===== config.mk =====
export PLATFORM = sky130hd
export DESIGN_NAME = hamming_decoder
export DESIGN_NICKNAME = d
export VERILOG_FILES = /design/src/rtl/hamming_pkg.sv /design/src/rtl/hamming_syndrome.sv /design/src/rtl/hamming_decoder.sv
export SDC_FILE = /design/constraint.sdc
export NUM_CORES = 1
export LEC_CHECK = 0
export CAP_MARGIN = 10
export CORE_ASPECT_RATIO = 1.5
export CORE_MARGIN = 5
export CORE_UTILIZATION = 45
export CTS_CLUSTER_SIZE = 20
export DETAILED_ROUTE_END_ITERATION = 8
export GPL_TIMING_DRIVEN = 0
export PLACE_DENSITY = 0.74
export SYNTH_ARGS = -nofsm -noshare
export SYNTH_HDL_FRONTEND = slang
export SYNTH_SLANG_ARGS = --single-unit

===== constraint.sdc =====
create_clock -name clk -period 1.85 [get_ports clk]
set_clock_uncertainty 0.15 [all_clocks]
set_input_delay 0.185 -clock clk [delete_from_list [all_inputs] [get_ports clk]]
set_output_delay 0.185 -clock clk [all_outputs]
set_load 0.02 [all_outputs]

===== src/rtl/hamming_pkg.sv =====
// hamming_pkg: constants, types and helpers shared by the Hamming(11,7)
// encoder/decoder family.
//   CODE_W / DATA_W : codeword and payload widths
//   PARITY_POS      : codeword positions holding parity (powers of two)
//   DATA_POS        : codeword positions holding x1..x7, in order
//   syndrome_t      : 4-bit syndrome
//   extract_data    : pull x7..x1 out of a codeword
//   correct_code    : flip the bit addressed by a syndrome in 1..CODE_W
package hamming_pkg;

    localparam int CODE_W     = 11;
    localparam int DATA_W     = 7;
    localparam int NUM_PARITY = 4;

    localparam int PARITY_POS [NUM_PARITY] = '{1, 2, 4, 8};
    localparam int DATA_POS   [DATA_W]     = '{3, 5, 6, 7, 9, 10, 11};

    typedef logic [3:0]        syndrome_t;
    typedef logic [CODE_W:1]   code_t;
    typedef logic [DATA_W:1]   data_t;

    // x1 is the lowest data position, x7 the highest.
    function automatic data_t extract_data(input code_t code);
        data_t d;
        d = '0;
        for (int i = 0; i < DATA_W; i++) begin
            d[i + 1] = code[DATA_POS[i]];
        end
        return d;
    endfunction

    // Syndromes above CODE_W address no bit and leave the word untouched.
    function automatic code_t correct_code(input code_t code, input syndrome_t syn);
        code_t r;
        r = code;
        for (int p = 1; p <= CODE_W; p++) begin
            if (syn == p[3:0]) begin
                r[p] = ~r[p];
            end
        end
        return r;
    endfunction

    function automatic logic is_correctable(input syndrome_t syn);
        return (syn != 4'd0) && (syn <= 4'd11);
    endfunction

    function automatic logic is_uncorrectable(input syndrome_t syn);
        return (syn >= 4'd12);
    endfunction

endpackage


===== src/rtl/hamming_syndrome.sv =====
// hamming_syndrome: purely combinational syndrome of an 11-bit codeword.
//   code     : codeword, positions 11..1
//   syndrome : XOR of the indices of all set bits
// Bit b of the syndrome covers every position whose index has parity
// position PARITY_POS[b] set, i.e. s[0]=c1^c3^c5^c7^c9^c11 and so on.
import hamming_pkg::*;

module hamming_syndrome (
    input  logic [CODE_W:1] code,
    output logic [3:0]      syndrome
);

    // Parity check for each syndrome bit over its covered positions.
    always_comb begin
        syndrome = 4'd0;
        for (int b = 0; b < NUM_PARITY; b++) begin
            for (int p = 1; p <= CODE_W; p++) begin
                if ((p & PARITY_POS[b]) != 0) begin
                    syndrome[b] = syndrome[b] ^ code[p];
                end
            end
        end
    end

endmodule


===== src/rtl/hamming_decoder.sv =====
// hamming_decoder: two-stage Hamming(11,7) SEC decoder with valid/ready
// handshakes on both sides and saturating error counters.
//   clk, rst_n            : clock, asynchronous active-low reset
//   in_valid/in_ready     : upstream handshake, in_code = codeword[11:1]
//   out_valid/out_ready   : downstream handshake
//   out_data              : corrected data {c11,c10,c9,c7,c6,c5,c3}
//   out_syndrome          : syndrome of the received word
//   out_corr / out_uncorr : syndrome 1..11 (flipped) / 12..15 (passed as is)
//   cnt_clr               : synchronous clear of both counters
//   corr_cnt / uncorr_cnt : saturating counts of transferred flagged words
import hamming_pkg::*;

module hamming_decoder #(
    parameter int CNT_W = 16
) (
    input  logic             clk,
    input  logic             rst_n,
    input  logic             in_valid,
    output logic             in_ready,
    input  logic [11:1]      in_code,
    output logic             out_valid,
    input  logic             out_ready,
    output logic [7:1]       out_data,
    output logic [3:0]       out_syndrome,
    output logic             out_corr,
    output logic             out_uncorr,
    input  logic             cnt_clr,
    output logic [CNT_W-1:0] corr_cnt,
    output logic [CNT_W-1:0] uncorr_cnt
);

    logic        ready_en_r;
    logic        s1_valid_r;
    logic [11:1] s1_code_r;
    logic [3:0]  s1_syn_r;
    logic [3:0]  in_syn_s;
    logic        s2_load_s;
    logic        in_accept_s;
    logic        xfer_s;
    logic [11:1] fixed_code_s;
    logic        fix_corr_s;
    logic        fix_uncorr_s;

    hamming_syndrome u_syndrome (
        .code     (in_code),
        .syndrome (in_syn_s)
    );

    // Handshake glue; out_ready -> in_ready is the only combinational path.
    always_comb begin
        s2_load_s   = !out_valid || out_ready;
        in_ready    = ready_en_r && (!s1_valid_r || s2_load_s);
        in_accept_s = in_valid && in_ready;
        xfer_s      = out_valid && out_ready;
    end

    // Holds in_ready low until the first clock after reset release.
    always_ff @(posedge clk or negedge rst_n) begin
        if (!rst_n) begin
            ready_en_r <= 1'b0;
        end else begin
            ready_en_r <= 1'b1;
        end
    end

    // Stage 1: capture codeword and its syndrome.
    always_ff @(posedge clk or negedge rst_n) begin
        if (!rst_n) begin
            s1_valid_r <= 1'b0;
            s1_code_r  <= 11'd0;
            s1_syn_r   <= 4'd0;
        end else if (in_accept_s) begin
            // Acceptance while S2 is blocked implies S1 was empty.
            s1_valid_r <= 1'b1;
            s1_code_r  <= in_code;
            s1_syn_r   <= in_syn_s;
        end else if (s2_load_s) begin
            s1_valid_r <= 1'b0;
        end else begin
            s1_valid_r <= s1_valid_r;
        end
    end

    // Correction of the stage-1 word ahead of the output register.
    always_comb begin
        fixed_code_s = correct_code(s1_code_r, s1_syn_r);
        fix_corr_s   = is_correctable(s1_syn_r);
        fix_uncorr_s = is_uncorrectable(s1_syn_r);
    end

    // Stage 2 / output register; frozen while stalled.
    always_ff @(posedge clk or negedge rst_n) begin
        if (!rst_n) begin
            out_valid    <= 1'b0;
            out_data     <= 7'd0;
            out_syndrome <= 4'd0;
            out_corr     <= 1'b0;
            out_uncorr   <= 1'b0;
        end else if (s2_load_s && s1_valid_r) begin
            out_valid    <= 1'b1;
            out_data     <= extract_data(fixed_code_s);
            out_syndrome <= s1_syn_r;
            out_corr     <= fix_corr_s;
            out_uncorr   <= fix_uncorr_s;
        end else if (s2_load_s) begin
            out_valid    <= 1'b0;
        end else begin
            out_valid    <= out_valid;
        end
    end

    // Corrected-word counter: clear wins, saturates at all-ones.
    always_ff @(posedge clk or negedge rst_n) begin
        if (!rst_n) begin
            corr_cnt <= '0;
        end else if (cnt_clr) begin
            corr_cnt <= '0;
        end else if (xfer_s && out_corr && (corr_cnt != {CNT_W{1'b1}})) begin
            corr_cnt <= corr_cnt + {{(CNT_W-1){1'b0}}, 1'b1};
        end else begin
            corr_cnt <= corr_cnt;
        end
    end

    // Uncorrectable-word counter: clear wins, saturates at all-ones.
    always_ff @(posedge clk or negedge rst_n) begin
        if (!rst_n) begin
            uncorr_cnt <= '0;
        end else if (cnt_clr) begin
            uncorr_cnt <= '0;
        end else if (xfer_s && out_uncorr && (uncorr_cnt != {CNT_W{1'b1}})) begin
            uncorr_cnt <= uncorr_cnt + {{(CNT_W-1){1'b0}}, 1'b1};
        end else begin
            uncorr_cnt <= uncorr_cnt;
        end
    end

endmodule


==> impl_results.rst <==
.. list-table::
   :header-rows: 1

   * - Metric
     - Value
   * - Total Die Area
     - 8690 µm²
   * - Number of register bits inferred by synthesis
     - between 50 and 60
   * - Leakage power
     - roughly 2 nW
   * - Net count of the mapped netlist
     - 328
   * - Combinational Power Share
     - 0.239
   * - Via-per-instance ratio
     - a little under 6
   * - Critical path data required time
     - 1970 ps
   * - Psw
     - 1.14 mW
   * - Ranking of synthesized cells by area
     - sky130_fd_sc_hd__dfrtp_1 (48%), sky130_fd_sc_hd__mux2_2 (4.7%), sky130_fd_sc_hd__xnor2_1 (4.5%), sky130_fd_sc_hd__o31ai_1 (3.9%), sky130_fd_sc_hd__or4_1 (3.9%)
   * - # clock sinks
     - 59
   * - Warnings from Yosys
     - 0
   * - Fraction of synthesis flops using an asynchronous set or reset pin
     - 1.00
   * - Vertical die dimension
     - 112 µm
   * - Final nets
     - approximately 460
   * - Period utilization
     - 1.10
   * - Int Pwr
     - 2.50 mW
   * - Number of enable flip-flop cells after synthesis
     - 0
   * - Maximum number of pins on one net before global-route repair
     - 37
   * - Area fraction of the dominant cell type after synthesis
     - 0.476
   * - Number of standard-cell rows in the floorplan
     - 37
   * - Buffers on Ports
     - 62
   * - Final global-route overflow total
     - 0
   * - Number of buffers on the longest clock path
     - 2
   * - Initial antenna violation count
     - 0
   * - Syn avg cell area
     - 10.0 µm²
   * - Total number of H-tree levels
     - 3
   * - Count of fill cells added during filler insertion
     - approximately 480
   * - Remaining antenna violation count after routing
     - 0
   * - Sequential share of the synthesized area
     - 0.476
   * - Top post-synthesis cells by count
     - sky130_fd_sc_hd__dfrtp_1 (59), sky130_fd_sc_hd__nand2_1 (28), sky130_fd_sc_hd__a21oi_1 (22)
   * - Worst path setup slack after routing
     - -181 ps
   * - Per-cell routed wire length
     - between 15 and 20 µm
   * - Number of slew-limit violations in the final report
     - 0
   * - Switching fraction of total power
     - 0.313
   * - Worst slack at placement
     - -571 ps
   * - Most instantiated library cell after synthesis
     - sky130_fd_sc_hd__dfrtp_1
   * - Arrival @ worst endpoint
     - between 2000 and 2500 ps
   * - Number of detailed-route iterations in the first pass
     - 4
   * - Num CTS Buffers
     - 9
   * - Cell variety after synth
     - 46
   * - Maximum clock frequency
     - 492 MHz
   * - Detailed placer's ending HPWL
     - 5.54 mm
   * - DR DRC count
     - 0
   * - Worst slew margin
     - 0.438
   * - Category of the worst setup path capture point
     - flip-flop
   * - Run status
     - complete, but fails checks
   * - Critical Path Start Type
     - flip-flop
   * - Area growth from synthesis to layout
     - 57.4%
   * - Via count of the first global-routing pass
     - 3,069
   * - Die Wd
     - 77.8 µm
   * - CTS tree
     - built
   * - First-pass GRT wire length
     - 14.6 mm
   * - Area of all sequential standard cells
     - approximately 1500 µm²
   * - Fraction of final layout cells with drive strength greater than 1
     - 0.405
   * - Measured slew at the worst slew-check pin
     - 842 ps
   * - Share of total power in sequential cells
     - 0.429
   * - RD Place Congestion
     - 0.862
   * - Failing checks
     - setup timing
   * - Number of diodes
     - 0
   * - Root Buffer Master
     - sky130_fd_sc_hd__clkbuf_8
   * - Max-capacitance violation count
     - 0
   * - Core region area
     - between 6000 and 7000 µm²
   * - Clock transition at the registers of the reported paths
     - 70 ps
   * - PwrDens
     - 744 nW/µm²
   * - Peak fanout along the critical path
     - 5
   * - Overall fraction of global-route tracks in use
     - 0.207
   * - Insertion delay of the later-clocked pin in the worst-skew pair
     - 350 ps
   * - Area leader, netlist
     - sky130_fd_sc_hd__dfrtp_1
   * - Period minus WS final
     - 2030 ps
   * - Dominant synthesized flop cell
     - sky130_fd_sc_hd__dfrtp_1
   * - Instance count of the mapped netlist
     - slightly above 300
   * - Detailed router's first-iteration violation count
     - 182
   * - Fraction of power consumed by the clock network
     - 0.332
   * - Max IR drop VDD
     - 0.545 mV
   * - Initial core utilization
     - 0.456
   * - Number of endpoints with negative hold slack in the final report
     - 0
   * - Post-Route Utilization
     - 0.718
   * - Setup repair after global routing missed its margin
     - yes
   * - Multi-input gate area in the final layout
     - around 1900 µm²
   * - CP Class
     - flip-flop to flip-flop
   * - Number of setup violations in the final report
     - 19
   * - I/O pin count
     - 63
   * - Area of the mapped netlist
     - 3100 µm²
   * - Final wirelength
     - 9.42 mm
   * - Total via count in the routed design
     - 3,058
   * - Hold WC Path Type
     - primary input to flip-flop
## power by group through the flow
stage / Sequential (mW) / Combinational (mW) / Clock, mW
after floorplan: 1.69 / 0.324 / 0
after global placement: 1.58 / 0.819 / 0
after detailed placement: 1.58 / 0.836 / 0
after CTS: 1.56 / 0.861 / 1.21
after global routing: 1.58 / 0.944 / 1.26
final: 1.56 / 0.868 / 1.21
## flip-flops by register name, summed over array words and instances, names as in the netlist
signal and flops:
corr_cnt 16, out_syndrome 4, uncorr_cnt 16, out_uncorr 1
s1_code_r 7, s1_syn_r 4, out_valid 1, out_data 7
s1_valid_r 1, out_corr 1, ready_en_r 1
## final timing paths
path / from / slack [ps] / cells past startpoint / end
worst min-delay path: out_ready / 310 / 3 / out_valid
max in group asynchronous: rst_n / 580 / 3 / corr_cnt[9]
min in group asynchronous: rst_n / 330 / 2 / uncorr_cnt[7]
worst min register to register: out_data[1] / 340 / 2 / out_data[1]
worst max register to register: uncorr_cnt[0] / -180 / 5 / uncorr_cnt[11]
worst max-delay path: uncorr_cnt[0] / -180 / 5 / uncorr_cnt[11]
## cells by family after synthesis
family	Yosys count	share of synthesized area
multiplexers	14	0.0504
buffers and inverters	25	0.0326
AO/OA/AOI/OAI	69	0.138
XOR/XNOR	21	0.0592
AND/OR/NAND/NOR	119	0.235
adder cells (fa/ha/maj)	2	0.00806
other	1	0.00121
flip-flops	59	0.476
## layer usage
layer | routed length [µm] | vias to the layer above | GRT usage
met5 | 0 | - | 0
met4 | 331 | 0 | 0.0917
met3 | 497 | 29 | 0.0429
met2 | 5100 | 123 | 0.373
met1 | 3500 | 1492 | 0.229
li1 | - | 1414 | -
## worst max-delay path, cell delays in order, from the launching register on
cell and delay, ps:
sky130_fd_sc_hd__dfrtp_2 400, sky130_fd_sc_hd__and4_1 200, sky130_fd_sc_hd__or3b_4 390, sky130_fd_sc_hd__buf_6 150, sky130_fd_sc_hd__or4_4 530, sky130_fd_sc_hd__a21oi_2 140
## layout make-up
cell class,count,share of cell area
sequential,59,0.309
multi-input combinational,227,0.383
clock buffer,9,0.0254
buffer,15,0.0190
clock inverter,7,0.0161
timing repair buffer,118,0.222
tap,78,0.0200
inverter,7,0.00538
## per-stage QoR
step	setup TNS (ps)	area, µm²	power (mW)	hold WS [ps]	std cells
after floorplan	-592	3200	2.02	-261	310
after global placement	-101890	3910	2.40	315	450
after detailed placement	-11240	3930	2.41	181	451
after CTS	-287	4580	3.63	312	510
after global routing	-2620	4890	3.79	345	520
final	-1400	4890	3.64	312	520
## what timing repair did
action | CTS | global route
pin swaps | 15 | 18
endpoints found under the setup margin | 25 | 33
gates cloned | 1 | 2
endpoints found under the hold margin | 35 | 0
buffers inserted | 44 | 8
resized for setup | 31 | 52
hold buffers | 1 | 0
## layout by cell type (no fill, tap or decap), types with 10 or more instances in the layout
cell                              count
sky130_fd_sc_hd__dfrtp_2             28
sky130_fd_sc_hd__a21oi_1             12
sky130_fd_sc_hd__mux2_2              12
sky130_fd_sc_hd__o21ai_0             17
sky130_fd_sc_hd__nand2_1             26
sky130_fd_sc_hd__o31ai_1             12
sky130_fd_sc_hd__dfrtp_1             31
sky130_fd_sc_hd__a21oi_2             10
sky130_fd_sc_hd__buf_4               49
sky130_fd_sc_hd__clkdlybuf4s50_1     53
sky130_fd_sc_hd__xnor2_1             16
(Power assumes the default switching activity.)
